`config.mk`:
```
export PLATFORM = sky130hd
export DESIGN_NAME = at25010_spi_responder
export DESIGN_NICKNAME = d
export VERILOG_FILES = /design/src/rtl/at25010_pkg.sv /design/src/rtl/spi_mode0_slave_shifter.sv /design/src/rtl/at25010_spi_responder.sv
export SDC_FILE = /design/constraint.sdc
export NUM_CORES = 2
export LEC_CHECK = 0
export BUFFER_PORTS_ARGS = -buffer_cell sky130_fd_sc_hd__buf_2
export CORE_MARGIN = 2
export CORE_UTILIZATION = 64
export DETAILED_ROUTE_END_ITERATION = 6
export PLACE_DENSITY = 0.8
export RECOVER_POWER = 50
export SYNTH_ARGS = -nofsm -noshare
export SYNTH_HDL_FRONTEND = slang
export SYNTH_SLANG_ARGS = --single-unit
```
`constraint.sdc`:
```
create_clock -name clk -period 3.2 [get_ports clk]
set_input_delay 0.48 -clock clk [delete_from_list [all_inputs] [get_ports clk]]
set_output_delay 0.48 -clock clk [all_outputs]
set_load 0.01 [all_outputs]
```
`src/rtl/at25010_pkg.sv`:
```
// rtl/at25010_pkg.sv - AT25010 opcodes, status bit layout, block-protect bounds and FSM states
package at25010_pkg;

    // Opcode bit 3 carries A8 on larger parts and is ignored here
    localparam logic [7:0] OP_MASK  = 8'hF7;
    localparam logic [7:0] OP_WRSR  = 8'h01;
    localparam logic [7:0] OP_WRITE = 8'h02;
    localparam logic [7:0] OP_READ  = 8'h03;
    localparam logic [7:0] OP_WRDI  = 8'h04;
    localparam logic [7:0] OP_RDSR  = 8'h05;
    localparam logic [7:0] OP_WREN  = 8'h06;

    localparam int SR_RDY_N = 0;
    localparam int SR_WEN   = 1;
    localparam int SR_BP0   = 2;
    localparam int SR_BP1   = 3;

    localparam logic [7:0] BP1_LO = 8'h60;
    localparam logic [7:0] BP2_LO = 8'h40;

    typedef enum logic [2:0] {
        ST_IDLE,
        ST_OPCODE,
        ST_ADDR,
        ST_RD_DATA,
        ST_WR_DATA,
        ST_RDSR,
        ST_WRSR_DATA,
        ST_IGNORE
    } state_e;

    function automatic logic bp_protects(input logic [1:0] bp, input logic [7:0] addr);
        case (bp)
            2'b01:   bp_protects = (addr >= BP1_LO);
            2'b10:   bp_protects = (addr >= BP2_LO);
            2'b11:   bp_protects = 1'b1;
            default: bp_protects = 1'b0;
        endcase
    endfunction

endpackage

```
`src/rtl/spi_mode0_slave_shifter.sv`:
```
// rtl/spi_mode0_slave_shifter.sv - SPI mode-0 bit engine: oversampled edge detect, rx byte strobe, tx shift
module spi_mode0_slave_shifter (
    input  logic       clk,
    input  logic       rst_n,
    input  logic       cs_n,
    input  logic       sclk,
    input  logic       mosi,
    input  logic [7:0] tx_byte,
    output logic       miso,
    output logic [7:0] rx_byte,
    output logic       rx_valid,
    output logic [2:0] bit_cnt,
    output logic       cs_fall,
    output logic       cs_rise
);
    logic       sclk_q;
    logic       cs_q;
    logic       miso_q;
    logic [2:0] bit_cnt_q;
    logic [6:0] rx_sh_q;
    logic [7:0] tx_sh_q;
    logic       rise;
    logic       fall;

    // Chip select gates both edges so a deassert in the same cycle wins
    assign rise     = sclk & ~sclk_q & ~cs_n;
    assign fall     = ~sclk & sclk_q & ~cs_n;
    assign cs_fall  = ~cs_n & cs_q;
    assign cs_rise  = cs_n & ~cs_q;
    assign rx_valid = rise & (bit_cnt_q == 3'd7);
    assign rx_byte  = {rx_sh_q, mosi};
    assign bit_cnt  = bit_cnt_q;
    assign miso     = miso_q & ~cs_n;

    always_ff @(posedge clk or negedge rst_n) begin
        if (!rst_n) begin
            sclk_q    <= 1'b0;
            cs_q      <= 1'b1;
            miso_q    <= 1'b0;
            bit_cnt_q <= 3'd0;
            rx_sh_q   <= 7'd0;
            tx_sh_q   <= 8'd0;
        end else begin
            sclk_q <= sclk;
            cs_q   <= cs_n;
            if (cs_n) begin
                bit_cnt_q <= 3'd0;
                tx_sh_q   <= 8'd0;
                miso_q    <= 1'b0;
            end else begin
                if (rise) begin
                    bit_cnt_q <= bit_cnt_q + 3'd1;
                    rx_sh_q   <= {rx_sh_q[5:0], mosi};
                end
                // The fall that follows a byte boundary presents the next byte's MSB
                if (fall) begin
                    if (bit_cnt_q == 3'd0) begin
                        miso_q  <= tx_byte[7];
                        tx_sh_q <= {tx_byte[6:0], 1'b0};
                    end else begin
                        miso_q  <= tx_sh_q[7];
                        tx_sh_q <= {tx_sh_q[6:0], 1'b0};
                    end
                end
            end
        end
    end

endmodule

```
`src/rtl/at25010_spi_responder.sv`:
```
// rtl/at25010_spi_responder.sv - AT25010 EEPROM emulator top; AT25010_BACKDOOR_EN adds a direct memory port
module at25010_spi_responder #(
    parameter int         ADDR_W       = 7,
    parameter int         PAGE_BYTES   = 8,
    parameter int         WRITE_CYCLES = 500,
    parameter logic [7:0] MEM_INIT     = 8'hFF
) (
    input  logic              clk,
    input  logic              rst_n,
    input  logic              spi_cs_n,
    input  logic              spi_sclk,
    input  logic              spi_mosi,
    output logic              spi_miso,
    output logic              busy,
`ifdef AT25010_BACKDOOR_EN
    input  logic              bd_we,
    input  logic [ADDR_W-1:0] bd_addr,
    input  logic [7:0]        bd_wdata,
    output logic [7:0]        bd_rdata,
`endif
    output logic              wr_commit
);
    import at25010_pkg::*;

    localparam int DEPTH = 1 << ADDR_W;
    localparam int PB    = $clog2(PAGE_BYTES);
    localparam int TW    = $clog2(WRITE_CYCLES + 1);

    state_e              state_q, state_d;
    logic [ADDR_W-1:0]   addr_q;
    logic                op_rd_q, wen_q, busy_q, wr_commit_q, data_seen_q;
    logic [1:0]          bp_q, bp_new_q;
    logic [TW-1:0]       timer_q;
    logic [7:0]          mem_q  [DEPTH];
    logic [7:0]          pbuf_q [PAGE_BYTES];
    logic [PAGE_BYTES-1:0] mask_q;

    logic [7:0] rx_byte, tx_byte, opcode, status;
    logic       rx_valid, cs_fall, cs_rise;
    logic [2:0] bit_cnt;
    logic       set_wen, clr_wen, dec, dec_rd, load_addr, addr_inc, buf_wr, cap_bp, mark_data;
    logic       commit, commit_wr;
    logic [ADDR_W-1:0]     slot_addr [PAGE_BYTES];
    logic [PAGE_BYTES-1:0] slot_we;

    spi_mode0_slave_shifter u_shifter (
        .clk      (clk),
        .rst_n    (rst_n),
        .cs_n     (spi_cs_n),
        .sclk     (spi_sclk),
        .mosi     (spi_mosi),
        .tx_byte  (tx_byte),
        .miso     (spi_miso),
        .rx_byte  (rx_byte),
        .rx_valid (rx_valid),
        .bit_cnt  (bit_cnt),
        .cs_fall  (cs_fall),
        .cs_rise  (cs_rise)
    );

    assign busy      = busy_q;
    assign wr_commit = wr_commit_q;
    assign opcode    = rx_byte & OP_MASK;
`ifdef AT25010_BACKDOOR_EN
    assign bd_rdata  = mem_q[bd_addr];
`endif

    always_comb begin
        status           = 8'h00;
        status[SR_RDY_N] = busy_q;
        status[SR_WEN]   = wen_q;
        status[SR_BP0]   = bp_q[0];
        status[SR_BP1]   = bp_q[1];
    end

    always_comb begin
        tx_byte = 8'h00;
        case (state_q)
            ST_RD_DATA: tx_byte = mem_q[addr_q];
            ST_RDSR:    tx_byte = status;
            default:    tx_byte = 8'h00;
        endcase
    end

    // Commit sees the state and bit count as they stood when CS rose
    assign commit = cs_rise & wen_q & ~busy_q & (bit_cnt == 3'd0) & data_seen_q &
                    ((state_q == ST_WR_DATA) | (state_q == ST_WRSR_DATA));
    assign commit_wr = commit & (state_q == ST_WR_DATA);

    always_ff @(posedge clk or negedge rst_n) begin
        if (!rst_n) state_q <= ST_IDLE;
        else        state_q <= state_d;
    end

    always_comb begin
        state_d   = state_q;
        set_wen   = 1'b0;
        clr_wen   = 1'b0;
        dec       = 1'b0;
        dec_rd    = 1'b0;
        load_addr = 1'b0;
        addr_inc  = 1'b0;
        buf_wr    = 1'b0;
        cap_bp    = 1'b0;
        mark_data = 1'b0;
        if (spi_cs_n) begin
            state_d = ST_IDLE;
        end else begin
            case (state_q)
                ST_IDLE: if (cs_fall) state_d = ST_OPCODE;
                ST_OPCODE: if (rx_valid) begin
                    state_d = ST_IGNORE;
                    if (!busy_q || opcode == OP_RDSR) begin
                        case (opcode)
                            OP_WREN:  set_wen = 1'b1;
                            OP_WRDI:  clr_wen = 1'b1;
                            OP_READ:  begin dec = 1'b1; dec_rd = 1'b1; state_d = ST_ADDR; end
                            OP_WRITE: begin dec = 1'b1; state_d = ST_ADDR; end
                            OP_RDSR:  state_d = ST_RDSR;
                            OP_WRSR:  state_d = ST_WRSR_DATA;
                            default:  state_d = ST_IGNORE;
                        endcase
                    end
                end
                ST_ADDR: if (rx_valid) begin
                    load_addr = 1'b1;
                    state_d   = op_rd_q ? ST_RD_DATA : ST_WR_DATA;
                end
                ST_RD_DATA: addr_inc = rx_valid;
                ST_WR_DATA: begin
                    buf_wr    = rx_valid;
                    mark_data = rx_valid;
                end
                ST_WRSR_DATA: begin
                    cap_bp    = rx_valid & ~data_seen_q;
                    mark_data = rx_valid;
                end
                default: state_d = state_q;
            endcase
        end
    end

    always_ff @(posedge clk or negedge rst_n) begin
        if (!rst_n) begin
            addr_q      <= '0;
            op_rd_q     <= 1'b0;
            wen_q       <= 1'b0;
            bp_q        <= 2'b00;
            bp_new_q    <= 2'b00;
            data_seen_q <= 1'b0;
            mask_q      <= '0;
            busy_q      <= 1'b0;
            timer_q     <= '0;
            wr_commit_q <= 1'b0;
            for (int i = 0; i < PAGE_BYTES; i++) pbuf_q[i] <= 8'h00;
        end else begin
            wr_commit_q <= commit;
            if (set_wen)               wen_q <= 1'b1;
            else if (clr_wen || commit) wen_q <= 1'b0;
            if (commit && !commit_wr)  bp_q <= bp_new_q;
            if (cap_bp)                bp_new_q <= rx_byte[3:2];
            if (dec)                   op_rd_q <= dec_rd;
            if (cs_fall)               data_seen_q <= 1'b0;
            else if (mark_data)        data_seen_q <= 1'b1;

            // Writes wrap within the page; reads walk the whole array
            if (load_addr)     addr_q <= rx_byte[ADDR_W-1:0];
            else if (addr_inc) addr_q <= addr_q + ADDR_W'(1);
            else if (buf_wr)   addr_q <= {addr_q[ADDR_W-1:PB], addr_q[PB-1:0] + PB'(1)};

            if (load_addr) mask_q <= '0;
            if (buf_wr) begin
                pbuf_q[addr_q[PB-1:0]] <= rx_byte;
                mask_q[addr_q[PB-1:0]] <= 1'b1;
            end

            if (commit) begin
                busy_q  <= 1'b1;
                timer_q <= TW'(WRITE_CYCLES - 1);
            end else if (busy_q) begin
                if (timer_q == '0) busy_q <= 1'b0;
                else               timer_q <= timer_q - TW'(1);
            end
        end
    end

    always_comb begin
        slot_we = '0;
        for (int i = 0; i < PAGE_BYTES; i++) begin
            slot_addr[i] = {addr_q[ADDR_W-1:PB], PB'(i)};
            slot_we[i]   = commit_wr & mask_q[i] & ~bp_protects(bp_q, 8'(slot_addr[i]));
        end
    end

    // Commit writes come after the backdoor so they win a same-byte collision
    always_ff @(posedge clk or negedge rst_n) begin
        if (!rst_n) begin
            for (int i = 0; i < DEPTH; i++) mem_q[i] <= MEM_INIT;
        end else begin
`ifdef AT25010_BACKDOOR_EN
            if (bd_we) mem_q[bd_addr] <= bd_wdata;
`endif
            for (int i = 0; i < PAGE_BYTES; i++) begin
                if (slot_we[i]) mem_q[slot_addr[i]] <= pbuf_q[i];
            end
        end
    end

endmodule
```
==> impl_metrics.py <==
metrics = {
    "clocking": {
        "clock-sinks": 1144,
        "cts-resized-gates": 0,
        "cts_buffer_depth": 3,
        "clk_pin_slew_ns": 0.06,
        "htreeDepth": 3,
        "clk_latency_ns": 0.70,
        "numCtsBuffers": 116,
        "root_buffer": "clkbuf_16",
        "tritoncts": "yes",
    },
    "floorplanning": {
        "io_pins": 8,
        "fp.coreArea_mm2": 0.0833,
        "die_w_um": 294,
        "start_util_pct": 64.4,
        "die_area_mm2": 0.0862,
        "row_count": 106,
        "die_h_um": 294,
    },
    "grt": {
        "antenna_found_initial": 42,
        "grt_max_degree": 140,
        "gr-total-overflow": 0,
        "grt_use_total_pct": 42.4,
        "grt_pass1_wl_um": 258000,
        "grt_pass1_vias": 35842,
    },
    "layout": {
        "fin_nets": 3654,
        "stdcell_area_mm2": 0.0596,
        "fin_cells": 4844,
        "drive_gt1_share_pct": 71.4,
        "fillers": 5300,
        "areaGrowthSynthToFinish_pct": 11.0,
    },
    "synthesis": {
        "yosys_warnings": 0,
        "synthArstFlopShare_pct": 100,
        "yosysUniqueCellTypes": 60,
        "yosys_most_used_dff": "dfstp_2",
        "ys_ff_latch": 1144,
        "ys_seq_area_share_pct": 55.7,
        "netlist_area_mm2": 0.0537,
        "syn-mean-instance-area_um2": 15.0,
        "syn_inst": 3575,
        "synth_area_leaders": "dfstp_2 (50%), mux2_2 (22%), mux2i_1 (6.2%)",
        "synth_top_cell_by_area": "dfstp_2",
        "synth_edf_count": 0,
        "synth_top_area_share_pct": 50.2,
        "synth_fp_nets": 3585,
    },
    "timing": {
        "max_freq_mhz": 308,
        "post-route-min-period_ns": 3.25,
        "fin_tns_setup_ns": -0.0509,
        "finalHoldViolCount": 0,
        "max_slew_margin_pct": -89.5,
        "rsz0062_at_grt": "no",
        "slew_viol_final": 55,
        "setup_ws_ns": -0.0509,
        "holdWs_ns": 0.248,
        "clock_skew_ns": 0.0243,
        "tightest_slew_ns": 2.84,
        "finalCritPeriodShare_pct": 102,
        "setup_violations": 1,
    },
    "job": {
        "drv_cap": 2,
    },
    "run_status": {
        "violations": "capacitance limit, slew limit, setup timing",
        "status": "complete, but fails checks",
    },
    "power_and_ir_drop": {
        "p_int_mw": 22.5,
        "power_frac_seq_pct": 51.3,
        "p_sw_share_pct": 22.1,
        "combPwrFrac_pct": 1.7,
        "power.switching_mw": 6.38,
        "vdd_ir_drop_max_mv": 0.538,
        "p_leak_nw": 24.5,
        "power-per-cell-area_mw_per_mm2": 485,
        "power.total_mw": 28.9,
        "clkPwrFrac_pct": 47.0,
    },
    "critical_path": {
        "cp_max_fo": 11,
        "crit_type": "flop to flop",
        "cp.arrival_ns": 3.87,
        "worstPathRequired_ns": 3.82,
        "startpoint_type": "flop",
        "critPathCaptureType": "flop",
    },
    "route": {
        "first_pass_iters": 7,
        "antenna_left": 0,
        "drt-initial-drc-count": 4707,
        "wl_um": 180000,
        "drc": 0,
        "routed-via-count": 35178,
        "wire_per_inst_um": 37.2,
        "viasPerCell": 7.26,
    },
    "hold_path": {
        "hold_path.class": "input pin to flop",
    },
    "placement": {
        "routabilityCongestion": 0.993,
        "dp_cells": 4605,
        "place_area_mm2": 0.0559,
        "hpwl_um": 109000,
        "place.port_buffers": 7,
    },
}
[cells by family (layout without fill, tap and decap cells)]
group	Yosys count	after routing	synth area share, %
adders and majority gates	5	5	0.117
DFF	1144	1144	55.7
other	0	27	0
AOI/OAI and AO/OA	262	262	3.64
and+or+nand+nor	368	368	4.29
buffers and inverters	225	387	1.90
muxes	1563	1563	34.2
xor gates and xnor gates	8	8	0.131
[worst paths after layout]
path	start	end	slack, ns	cells after the start
setup / recovery	addr_q[3]$_DFFE_PN0P_	u_shifter.tx_sh_q[3]$_DFFE_PN0P_	-0.05	7
hold / removal	spi_cs_n	data_seen_q$_DFFE_PN0P_	0.25	4
setup reg to reg	addr_q[3]$_DFFE_PN0P_	u_shifter.tx_sh_q[3]$_DFFE_PN0P_	-0.05	7
hold reg to reg	mask_q[5]$_DFF_PN0_	mask_q[5]$_DFF_PN0_	0.48	1
max in group asynchronous	rst_n	mem_q[61]$_DFFE_PN1P_	0.30	3
min in group asynchronous	rst_n	mem_q[722]$_DFFE_PN1P_	1.79	1
[cells in the mapped netlist, types with 5 or more instances]
master,n
mux2_2,1037
buf_1,9
nor2b_1,10
buf_4,5
mux4_2,104
nor4_1,7
nand3_1,83
nor3b_1,5
a22oi_1,162
o21ai_0,17
nand2_4,70
dfstp_2,1025
and2_1,11
nand2_2,10
buf_6,6
clkbuf_1,138
nor3_1,10
mux2_1,88
or2_2,6
a41oi_1,19
a21oi_1,7
nand2_1,78
nor2_1,35
mux2i_1,334
buf_2,54
o22ai_1,18
a21o_1,10
dfrtp_1,119
ha_1,5
inv_1,8
nand2b_1,11
nor2_2,15
[area by class of cell]
class                           instances  area, um2  share of cell area (%)
Clock buffer                          176       3340                    5.60
Clock inverter                         35        423                   0.710
Multi-Input combinational cell       2206      22800                    38.2
Timing Repair Buffer                  167       1630                    2.73
Inverter                                9       33.8                  0.0567
Antenna cell                           27       67.6                   0.113
Tap cell                             1080       1350                    2.27
Sequential cell                      1144      30000                    50.3
[metrics by stage]
stage	setup WS [ns]	util (%)
finish	-0.0509	71.6
global route	0.0134	71.5
CTS	0.205	71.6
detailed placement	0.235	67.1
global placement	0.260	67.1
floorplan	0.703	-
[layer usage]
layer	up-vias	track usage, %	routed length [um]
li1	13437	-	-
met1	18477	56.4	66300
met2	2556	60.2	77400
met3	688	13.6	23200
met4	20	27.0	13000
met5	-	0	163
[sequential cells by signal (all words and copies together), names as in the netlist]
signal	flops
u_shifter.miso_q	1
u_shifter.sclk_q	1
bp_new_q	2
u_shifter.tx_sh_q	7
busy	1
wr_commit	1
u_shifter.rx_sh_q	7
mem_q	1024
u_shifter.cs_q	1
wen_q	1
mask_q	8
u_shifter.bit_cnt	3
op_rd_q	1
state_q	3
pbuf_q	64
data_seen_q	1
timer_q	9
bp_q	2
addr_q	7
[power groups by stage]
stage | Sequential (mW) | Combinational, mW | Clock [mW]
4_1_cts | 14.8 | 0.507 | 13.6
5_1_grt | 14.8 | 0.551 | 14.2
2_1_floorplan | 14.9 | 0.199 | 0
3_5_place_dp | 15.0 | 0.502 | 0
6_report | 14.8 | 0.484 | 13.6
3_3_place_gp | 15.0 | 0.474 | 0
[worst max-delay path, stage by stage (launching register included)]
cell and delay (ns):
dfrtp_1 0.58, and2_1 0.86, buf_4 0.34, nand3_1 0.15
a41oi_1 0.78, nor4_1 0.12, buf_4 0.18, o22ai_1 0.13
[layout by cell type (no fill, tap or decap), types with 11 or more instances in the layout]
cell type  count
nand2_1       78
dfrtp_2       45
nand2_4       70
nor2_2        16
nor2_1        33
diode_2       27
clkinv_2      16
mux4_2       104
a41oi_1       19
a22oi_1      162
nand2b_1      11
buf_12        31
nand3_1       83
mux2i_1      334
clkbuf_1      44
buf_4        109
mux2_1        88
mux2_2      1037
clkbuf_8      19
clkbuf_16    117
dfrtp_1       71
dfstp_2     1025
o21ai_0       17
o22ai_1       18
[repair_timing]
item	in CTS	in global routing
hold buffers	1	0
hold endpoints to repair	1	0
setup buffers	0	0
Note: power is estimated with default switching activity, not from simulation.
